[src/rtl/apb_exe_pkg.sv]
// Shared state type, transfer indices and APB address map for the
// execution-unit job sequencer (apb_master_exe_seq).
package apb_exe_pkg;

    typedef enum logic [2:0] {
        ST_IDLE,
        ST_SETUP,
        ST_ACCESS,
        ST_SETTLE,
        ST_DONE
    } state_e;

    typedef logic [2:0] xfer_idx_t;

    localparam int unsigned ADDR_OPER   = 0;
    localparam int unsigned ADDR_ARGA   = 1;
    localparam int unsigned ADDR_ARGB   = 2;
    localparam int unsigned ADDR_RESULT = 0;
    localparam int unsigned ADDR_STATUS = 1;

    localparam int unsigned XFER_COUNT = 5;

    localparam xfer_idx_t IDX_OPER   = 3'd0;
    localparam xfer_idx_t IDX_ARGA   = 3'd1;
    localparam xfer_idx_t IDX_ARGB   = 3'd2;
    localparam xfer_idx_t IDX_RESULT = 3'd3;
    localparam xfer_idx_t IDX_STATUS = xfer_idx_t'(XFER_COUNT - 1);

    function automatic int unsigned xfer_addr(input xfer_idx_t idx);
        int unsigned addr;
        case (idx)
            IDX_OPER:   addr = ADDR_OPER;
            IDX_ARGA:   addr = ADDR_ARGA;
            IDX_ARGB:   addr = ADDR_ARGB;
            IDX_RESULT: addr = ADDR_RESULT;
            IDX_STATUS: addr = ADDR_STATUS;
            default:    addr = 0;
        endcase
        return addr;
    endfunction

    // Transfers 0..2 load the operands; 3..4 fetch the outcome.
    function automatic logic xfer_is_write(input xfer_idx_t idx);
        return idx <= IDX_ARGB;
    endfunction

endpackage

[src/rtl/apb_mst_wdog.sv]
// ACCESS-phase watchdog: counts ACCESS cycles since the last SETUP and
// flags the cycle on which the TIMEOUT_CYCLES-th wait would end.
module apb_mst_wdog #(
    parameter int TIMEOUT_CYCLES = 16
) (
    input  logic clk,
    input  logic rst,
    input  logic clear,
    input  logic run,
    output logic expired
);

    localparam int CNT_W = $clog2(TIMEOUT_CYCLES + 1);

    logic [CNT_W-1:0] cnt_q;
    logic [CNT_W-1:0] cnt_d;

    assign expired = run && (cnt_q == CNT_W'(TIMEOUT_CYCLES - 1));

    always_comb begin
        cnt_d = cnt_q;
        if (clear) begin
            cnt_d = '0;
        end else if (run && !expired) begin
            cnt_d = cnt_q + 1'b1;
        end
    end

    always_ff @(posedge clk) begin
        if (rst) begin
            cnt_q <= '0;
        end else begin
            cnt_q <= cnt_d;
        end
    end

endmodule

[src/rtl/apb_master_exe_seq.sv]
// APB master that runs one execution-unit job: three operand writes, a settle
// gap, then result/status reads. Define APB_MST_TIMEOUT_EN for an ACCESS watchdog.
module apb_master_exe_seq
    import apb_exe_pkg::*;
#(
    parameter int DATA_WIDTH     = 8,
    parameter int ADDR_WIDTH     = 16,
    parameter int SETTLE_CYCLES  = 2,
    parameter int TIMEOUT_CYCLES = 16
) (
    input  logic                  i_PCLK,
    input  logic                  i_PRESET,
    input  logic                  i_cmd_valid,
    output logic                  o_cmd_ready,
    input  logic [DATA_WIDTH-1:0] i_cmd_oper,
    input  logic [DATA_WIDTH-1:0] i_cmd_argA,
    input  logic [DATA_WIDTH-1:0] i_cmd_argB,
    output logic                  o_res_valid,
    input  logic                  i_res_ready,
    output logic [DATA_WIDTH-1:0] o_res_data,
    output logic [3:0]            o_res_status,
    output logic                  o_res_err,
    output logic [ADDR_WIDTH-1:0] o_PADDR,
    output logic                  o_PSEL,
    output logic                  o_PENABLE,
    output logic                  o_PWRITE,
    output logic [DATA_WIDTH-1:0] o_PWDATA,
    input  logic                  i_PREADY,
    input  logic [DATA_WIDTH-1:0] i_PRDATA,
    input  logic                  i_PSLVERR
);

    localparam int SETTLE_W = (SETTLE_CYCLES > 1) ? $clog2(SETTLE_CYCLES) : 1;

    state_e                state_q,      state_d;
    xfer_idx_t             idx_q,        idx_d;
    logic [SETTLE_W-1:0]   settle_cnt_q, settle_cnt_d;
    logic [DATA_WIDTH-1:0] oper_q,       oper_d;
    logic [DATA_WIDTH-1:0] arga_q,       arga_d;
    logic [DATA_WIDTH-1:0] argb_q,       argb_d;
    logic                  psel_q,       psel_d;
    logic                  penable_q,    penable_d;
    logic                  pwrite_q,     pwrite_d;
    logic [ADDR_WIDTH-1:0] paddr_q,      paddr_d;
    logic [DATA_WIDTH-1:0] pwdata_q,     pwdata_d;
    logic                  cmd_ready_q,  cmd_ready_d;
    logic                  res_valid_q,  res_valid_d;
    logic [DATA_WIDTH-1:0] res_data_q,   res_data_d;
    logic [3:0]            res_status_q, res_status_d;
    logic                  err_q,        err_d;

`ifdef APB_MST_TIMEOUT_EN
    logic wdog_expired;

    apb_mst_wdog #(
        .TIMEOUT_CYCLES(TIMEOUT_CYCLES)
    ) u_wdog (
        .clk     (i_PCLK),
        .rst     (i_PRESET),
        .clear   (state_q == ST_SETUP),
        .run     (state_q == ST_ACCESS),
        .expired (wdog_expired)
    );
`endif

    // NOTE: every always_comb output is defaulted first so no path leaves a
    // variable unassigned; otherwise synthesis infers a latch.
    always_comb begin
        state_d      = state_q;
        idx_d        = idx_q;
        settle_cnt_d = settle_cnt_q;
        oper_d       = oper_q;
        arga_d       = arga_q;
        argb_d       = argb_q;
        res_data_d   = res_data_q;
        res_status_d = res_status_q;
        err_d        = err_q;
        psel_d       = 1'b0;
        penable_d    = 1'b0;
        pwrite_d     = 1'b0;
        paddr_d      = paddr_q;
        pwdata_d     = pwdata_q;

        case (state_q)
            ST_IDLE: begin
                if (i_cmd_valid && cmd_ready_q) begin
                    oper_d       = i_cmd_oper;
                    arga_d       = i_cmd_argA;
                    argb_d       = i_cmd_argB;
                    res_data_d   = '0;
                    res_status_d = '0;
                    err_d        = 1'b0;
                    idx_d        = IDX_OPER;
                    state_d      = ST_SETUP;
                end
            end
            ST_SETUP: state_d = ST_ACCESS;
            ST_ACCESS: begin
                if (i_PREADY) begin
                    if (i_PSLVERR) err_d = 1'b1;
                    if (idx_q == IDX_RESULT) res_data_d = i_PRDATA;
                    if (idx_q == IDX_STATUS) res_status_d = i_PRDATA[3:0];
                    if (idx_q == IDX_ARGB) begin
                        if (SETTLE_CYCLES == 0) begin
                            idx_d   = IDX_RESULT;
                            state_d = ST_SETUP;
                        end else begin
                            settle_cnt_d = '0;
                            state_d      = ST_SETTLE;
                        end
                    end else if (idx_q == IDX_STATUS) begin
                        state_d = ST_DONE;
                    end else begin
                        idx_d   = idx_q + 3'd1;
                        state_d = ST_SETUP;
                    end
                end
`ifdef APB_MST_TIMEOUT_EN
                // A stuck slave abandons the rest of the job; unread fields stay 0.
                else if (wdog_expired) begin
                    err_d   = 1'b1;
                    state_d = ST_DONE;
                end
`endif
            end
            ST_SETTLE: begin
                if (settle_cnt_q == SETTLE_W'(SETTLE_CYCLES - 1)) begin
                    idx_d   = IDX_RESULT;
                    state_d = ST_SETUP;
                end else begin
                    settle_cnt_d = settle_cnt_q + 1'b1;
                end
            end
            ST_DONE: begin
                if (i_res_ready) begin
                    err_d   = 1'b0;
                    state_d = ST_IDLE;
                end
            end
            default: state_d = ST_IDLE;
        endcase

        // Outputs are registered from the next state so they line up with it.
        cmd_ready_d = (state_d == ST_IDLE);
        res_valid_d = (state_d == ST_DONE);
        if (state_d == ST_SETUP || state_d == ST_ACCESS) begin
            psel_d    = 1'b1;
            penable_d = (state_d == ST_ACCESS);
            pwrite_d  = xfer_is_write(idx_d);
            paddr_d   = ADDR_WIDTH'(xfer_addr(idx_d));
            case (idx_d)
                IDX_OPER: pwdata_d = oper_d;
                IDX_ARGA: pwdata_d = arga_d;
                IDX_ARGB: pwdata_d = argb_d;
                default:  pwdata_d = pwdata_q;
            endcase
        end
    end

    // NOTE: sequential state uses non-blocking assignments so all flops update
    // together from values sampled at the same edge.
    always_ff @(posedge i_PCLK) begin
        if (i_PRESET) begin
            state_q      <= ST_IDLE;
            idx_q        <= IDX_OPER;
            settle_cnt_q <= '0;
            oper_q       <= '0;
            arga_q       <= '0;
            argb_q       <= '0;
            psel_q       <= 1'b0;
            penable_q    <= 1'b0;
            pwrite_q     <= 1'b0;
            paddr_q      <= '0;
            pwdata_q     <= '0;
            cmd_ready_q  <= 1'b0;
            res_valid_q  <= 1'b0;
            res_data_q   <= '0;
            res_status_q <= '0;
            err_q        <= 1'b0;
        end else begin
            state_q      <= state_d;
            idx_q        <= idx_d;
            settle_cnt_q <= settle_cnt_d;
            oper_q       <= oper_d;
            arga_q       <= arga_d;
            argb_q       <= argb_d;
            psel_q       <= psel_d;
            penable_q    <= penable_d;
            pwrite_q     <= pwrite_d;
            paddr_q      <= paddr_d;
            pwdata_q     <= pwdata_d;
            cmd_ready_q  <= cmd_ready_d;
            res_valid_q  <= res_valid_d;
            res_data_q   <= res_data_d;
            res_status_q <= res_status_d;
            err_q        <= err_d;
        end
    end

    assign o_cmd_ready  = cmd_ready_q;
    assign o_res_valid  = res_valid_q;
    assign o_res_data   = res_data_q;
    assign o_res_status = res_status_q;
    assign o_res_err    = err_q;
    assign o_PADDR      = paddr_q;
    assign o_PSEL       = psel_q;
    assign o_PENABLE    = penable_q;
    assign o_PWRITE     = pwrite_q;
    assign o_PWDATA     = pwdata_q;

endmodule

[config.mk]
export PLATFORM = sky130hd
export DESIGN_NAME = apb_master_exe_seq
export DESIGN_NICKNAME = d
export VERILOG_FILES = /design/src/rtl/apb_exe_pkg.sv /design/src/rtl/apb_mst_wdog.sv /design/src/rtl/apb_master_exe_seq.sv
export SDC_FILE = /design/constraint.sdc
export NUM_CORES = 1
export LEC_CHECK = 0
export ABC_AREA = 1
export CORE_UTILIZATION = 40
export CTS_BUF_LIST = sky130_fd_sc_hd__clkbuf_16
export DETAILED_ROUTE_END_ITERATION = 8
export GPL_TIMING_DRIVEN = 1
export MAX_ROUTING_LAYER = met4
export PLACE_DENSITY = 0.69
export SYNTH_ARGS = -nofsm -noshare
export SYNTH_HDL_FRONTEND = slang
export SYNTH_HIERARCHICAL = 1
export SYNTH_SLANG_ARGS = --single-unit
export TNS_END_PERCENT = 20
[constraint.sdc]
create_clock -name i_PCLK -period 4.2 [get_ports i_PCLK]
set_input_delay 1.26 -clock i_PCLK [delete_from_list [all_inputs] [get_ports i_PCLK]]
set_output_delay 1.26 -clock i_PCLK [all_outputs]
set_load 0.05 [all_outputs]
==> metrics.md <==
| Metric | Value |
|---|---|
| TritonCTS clock tree | `yes` |
| Setup bufs post-CTS | `0` |
| Worst setup endpoint | `o_PWDATA[2]` |
| Total GRT Usage | `19.9%` |
| Reg clk slew, reported paths | `0.05 ns` |
| Worst slew pin tran | `0.633 ns` |
| DRC viols | `0` |
| Final setup vio count | `0` |
| Post-Syn Area | `2820 um2` |
| # nets final | `479` |
| Flop2flop setup slack | `1.93 ns` |
| Critical path, cell by cell | `clkdlybuf4s50_1, nand2_1, inv_1, nand3_4, nand2_4, o21ai_1, nand2_4, nand2_4, nor2_8, nand3_1, nor2_1, nor2_1` |
| Clock latency at the later pin of the worst-skew pair | `0.32 ns` |
| Final WL | `6680 um` |
| Vias | `2581` |
| Most instantiated cells after synthesis | `nand2_1 (85), dfxtp_1 (59), nor2_1 (55)` |
| Height of the die | `86.0 um` |
| Top Family by Delay on Critical Path | `simple AND/OR/NAND/NOR gates` |
| Number of port buffers | `65` |
| DR WL/cell | `12.4 um` |
| Switching share of power | `29.8%` |
| Count leader, synth | `nand2_1` |
| Min cycle time layout | `3.04 ns` |
| Avg Cell Area, Syn | `7.54 um2` |
| Drt pass-1 iters | `4` |
| Worst Setup End Kind | `register` |
| Largest fanout on the critical path | `26` |
| I/O pins | `80` |
| Final Skew | `0.00454 ns` |
| Worst hold path class | `reg -> reg` |
| DR iter-0 viols | `128` |
| Vias in the first global route | `2418` |
| Rows | `30` |
| FMAX | `329 MHz` |
| End-of-flow core utilization | `55.5%` |
| Seq pwr share | `35.2%` |
| CTS Buf Count | `9` |
| Most used DFF post-synth | `dfxtp_1` |
| Yosys top cell by area | `dfxtp_1` |
| Clock Tree Root | `clkbuf_16` |
| WS Path Type | `in -> reg` |
| Library cells used by synthesis | `34` |
| Critical path depth | `12` |
| Max-cap violation count | `0` |
| # hold bufs at CTS | `0` |
| Async set-reset flop share out of synthesis | `0%` |
| Starting Density | `41.5%` |
| Final TNS setup | `0 ns` |
| Seq cells post-synth | `59` |
| Int Pwr | `1.25 mW` |
| Critical Path AT | `3.25 ns` |
| Area added between synthesis and finish | `33.8%` |
| Routability-driven placement congestion ratio | `0.834` |
| Combinational share of power | `22.4%` |
| Critical Path RT | `4.42 ns` |
| Worst R2R Path Depth | `12` |
| R2R Path Start | `idx_q[0]` |
| Worst Hold Path Cells | `2` |
| Initial antenna violation count | `0` |
| Die width | `86.0 um` |
| Max-slew violations | `0` |
| Synth warn | `6` |
| Max stage delay on crit path | `0.45 ns` |
| Final period util | `72.3%` |
| # diodes | `0` |
| Vias per cell | `4.80` |
| Antenna Nets Post-Route | `0` |
| Unrepaired setup endpoints after global routing | `false` |
| Largest net degree at the start of global routing | `46` |
| Sequential area share after synthesis | `41.9%` |
| NetSw | `0.531 mW` |
| Area share of the largest cell type after synthesis | `41.9%` |
| Total gr overflow | `0` |
| DP Wirelength | `4590 um` |
| Share of cells above drive strength 1 | `9.28%` |
| Worst path slowest cell | `clkdlybuf4s50_1` |
| Most numerous cell on the critical path | `nand2_4` |
| First-pass GRT wire length | `11000 um` |
| Fin. Hold Viols | `0` |
| Max VDD drop | `248 uV` |
| CP startpoint kind | `primary input` |
| Pwr/cell area | `471 nW/um2` |
| Post-CTS sizing | `0` |
| Clock power share | `42.4%` |
| Max Buffers Root-to-Sink | `2` |
| Die area | `7390 um2` |
| Pleak | `1.61 nW` |
| CORE AREA | `6790 um2` |
| Post-Synthesis Cells | `374` |
| R2R Path End | `o_PWDATA[2]` |
| WP buf/inv | `2` |
| Top cells by area, synth | `dfxtp_1 (42%), nand2_1 (11%), nor2_1 (7.3%), a21oi_1 (6.2%), nand3_1 (5.3%)` |
| # H-tree levels | `3` |
| Clock sink count | `59` |
| Fillcell total | `655` |
| CP startpoint | `i_cmd_valid` |
| Max transition margin | `57.8%` |
| Number of enable flip-flop cells after synthesis | `0` |
| Outcome | `finished clean` |
## worst min-delay path by stage
| stage | from | endpoint | slack [ns] |
|---|---|---|---|
| floorplan | arga_q[1] | arga_q[1] | 0.45 |
| global placement | o_res_data[4] | o_res_data[4] | 0.45 |
| detailed placement | o_res_data[7] | o_res_data[7] | 0.46 |
| CTS | o_res_data[7] | o_res_data[7] | 0.46 |
| global route | o_res_data[4] | o_res_data[4] | 0.48 |
| finish | o_res_data[4] | o_res_data[4] | 0.46 |
## flip-flops by register name, summed over array words and instances (netlist names), 2 cells and up
signal	count
idx_q	3
o_PADDR	2
o_res_status	4
state_q	3
o_res_data	8
o_PWDATA	8
oper_q	8
argb_q	8
arga_q	8
## power groups by stage
stage	registers [mW]	clock network, mW	logic, mW
final	0.626	0.753	0.398
after global routing	0.630	0.798	0.432
after CTS	0.626	0.769	0.400
after detailed placement	0.637	0	0.398
after global placement	0.636	0	0.394
after floorplan	0.725	0	0.200
## layer usage
| metal | track usage [%] | wire [um] | vias to the layer above |
|---|---|---|---|
| met4 | 5.30 | 34 | 0 |
| met2 | 32.5 | 3220 | 87 |
| met5 | - | 0 | - |
| met1 | 23.3 | 3020 | 1174 |
| met3 | 6.93 | 402 | 4 |
| li1 | - | - | 1316 |
## cells by family (layout without fill, tap and decap cells)
family / after synthesis / count (layout) / share of synthesized area [%]
adders and majority gates: 4 / 4 / 1.78
DFF: 59 / 59 / 41.9
muxes: 8 / 8 / 2.84
buffers and inverters: 46 / 101 / 8.97
other: 1 / 14 / 0.133
and+or+nand+nor: 198 / 198 / 33.2
AOI/OAI and AO/OA: 58 / 58 / 11.1
## layout by cell type, fill, tap and decap left out, types with 6 or more instances in the layout
cell type / count
conb_1: 14
clkdlybuf4s50_1: 65
clkbuf_16: 9
nand2_2: 6
dfxtp_1: 59
nor2_1: 55
inv_1: 13
mux2i_1: 8
o21ai_1: 10
nand3_1: 30
nand2_1: 85
inv_2: 6
o21ai_0: 7
a21oi_1: 35
## metrics by stage
stage	hold WS [ns]	power, mW	worst slack (ns)	std cells	area, um2
after global routing	0.485	1.86	0.934	538	3770
after floorplan	0.451	0.926	1.78	387	2870
final	0.460	1.78	1.16	538	3770
after detailed placement	0.456	1.03	0.822	522	3460
after CTS	0.464	1.79	1.16	538	3770
after global placement	0.454	1.03	0.841	522	3460
## cell type report
type	instances	area, um2	area share (%)
clock buffers	9	225	5.97
clock inverters	7	82.6	2.19
inverters	19	71.3	1.89
multi-input cells	282	1430	38.0
flip-flops and latches	59	1180	31.3
well taps	96	120	3.18
repair buffers	66	658	17.4
## worst reg2reg max path, cell delays in order, from the launching register on
cell and delay [ns]:
dfxtp_1 0.40, inv_1 0.11, ha_1 0.23, nand2_1 0.13
nand4_1 0.12, nand3_1 0.13, nand3_2 0.24, nand2_1 0.13
inv_1 0.10, nor2_8 0.24, nand3_1 0.17, nor2_1 0.12
nor2_1 0.04
(Power assumes the default switching activity.)
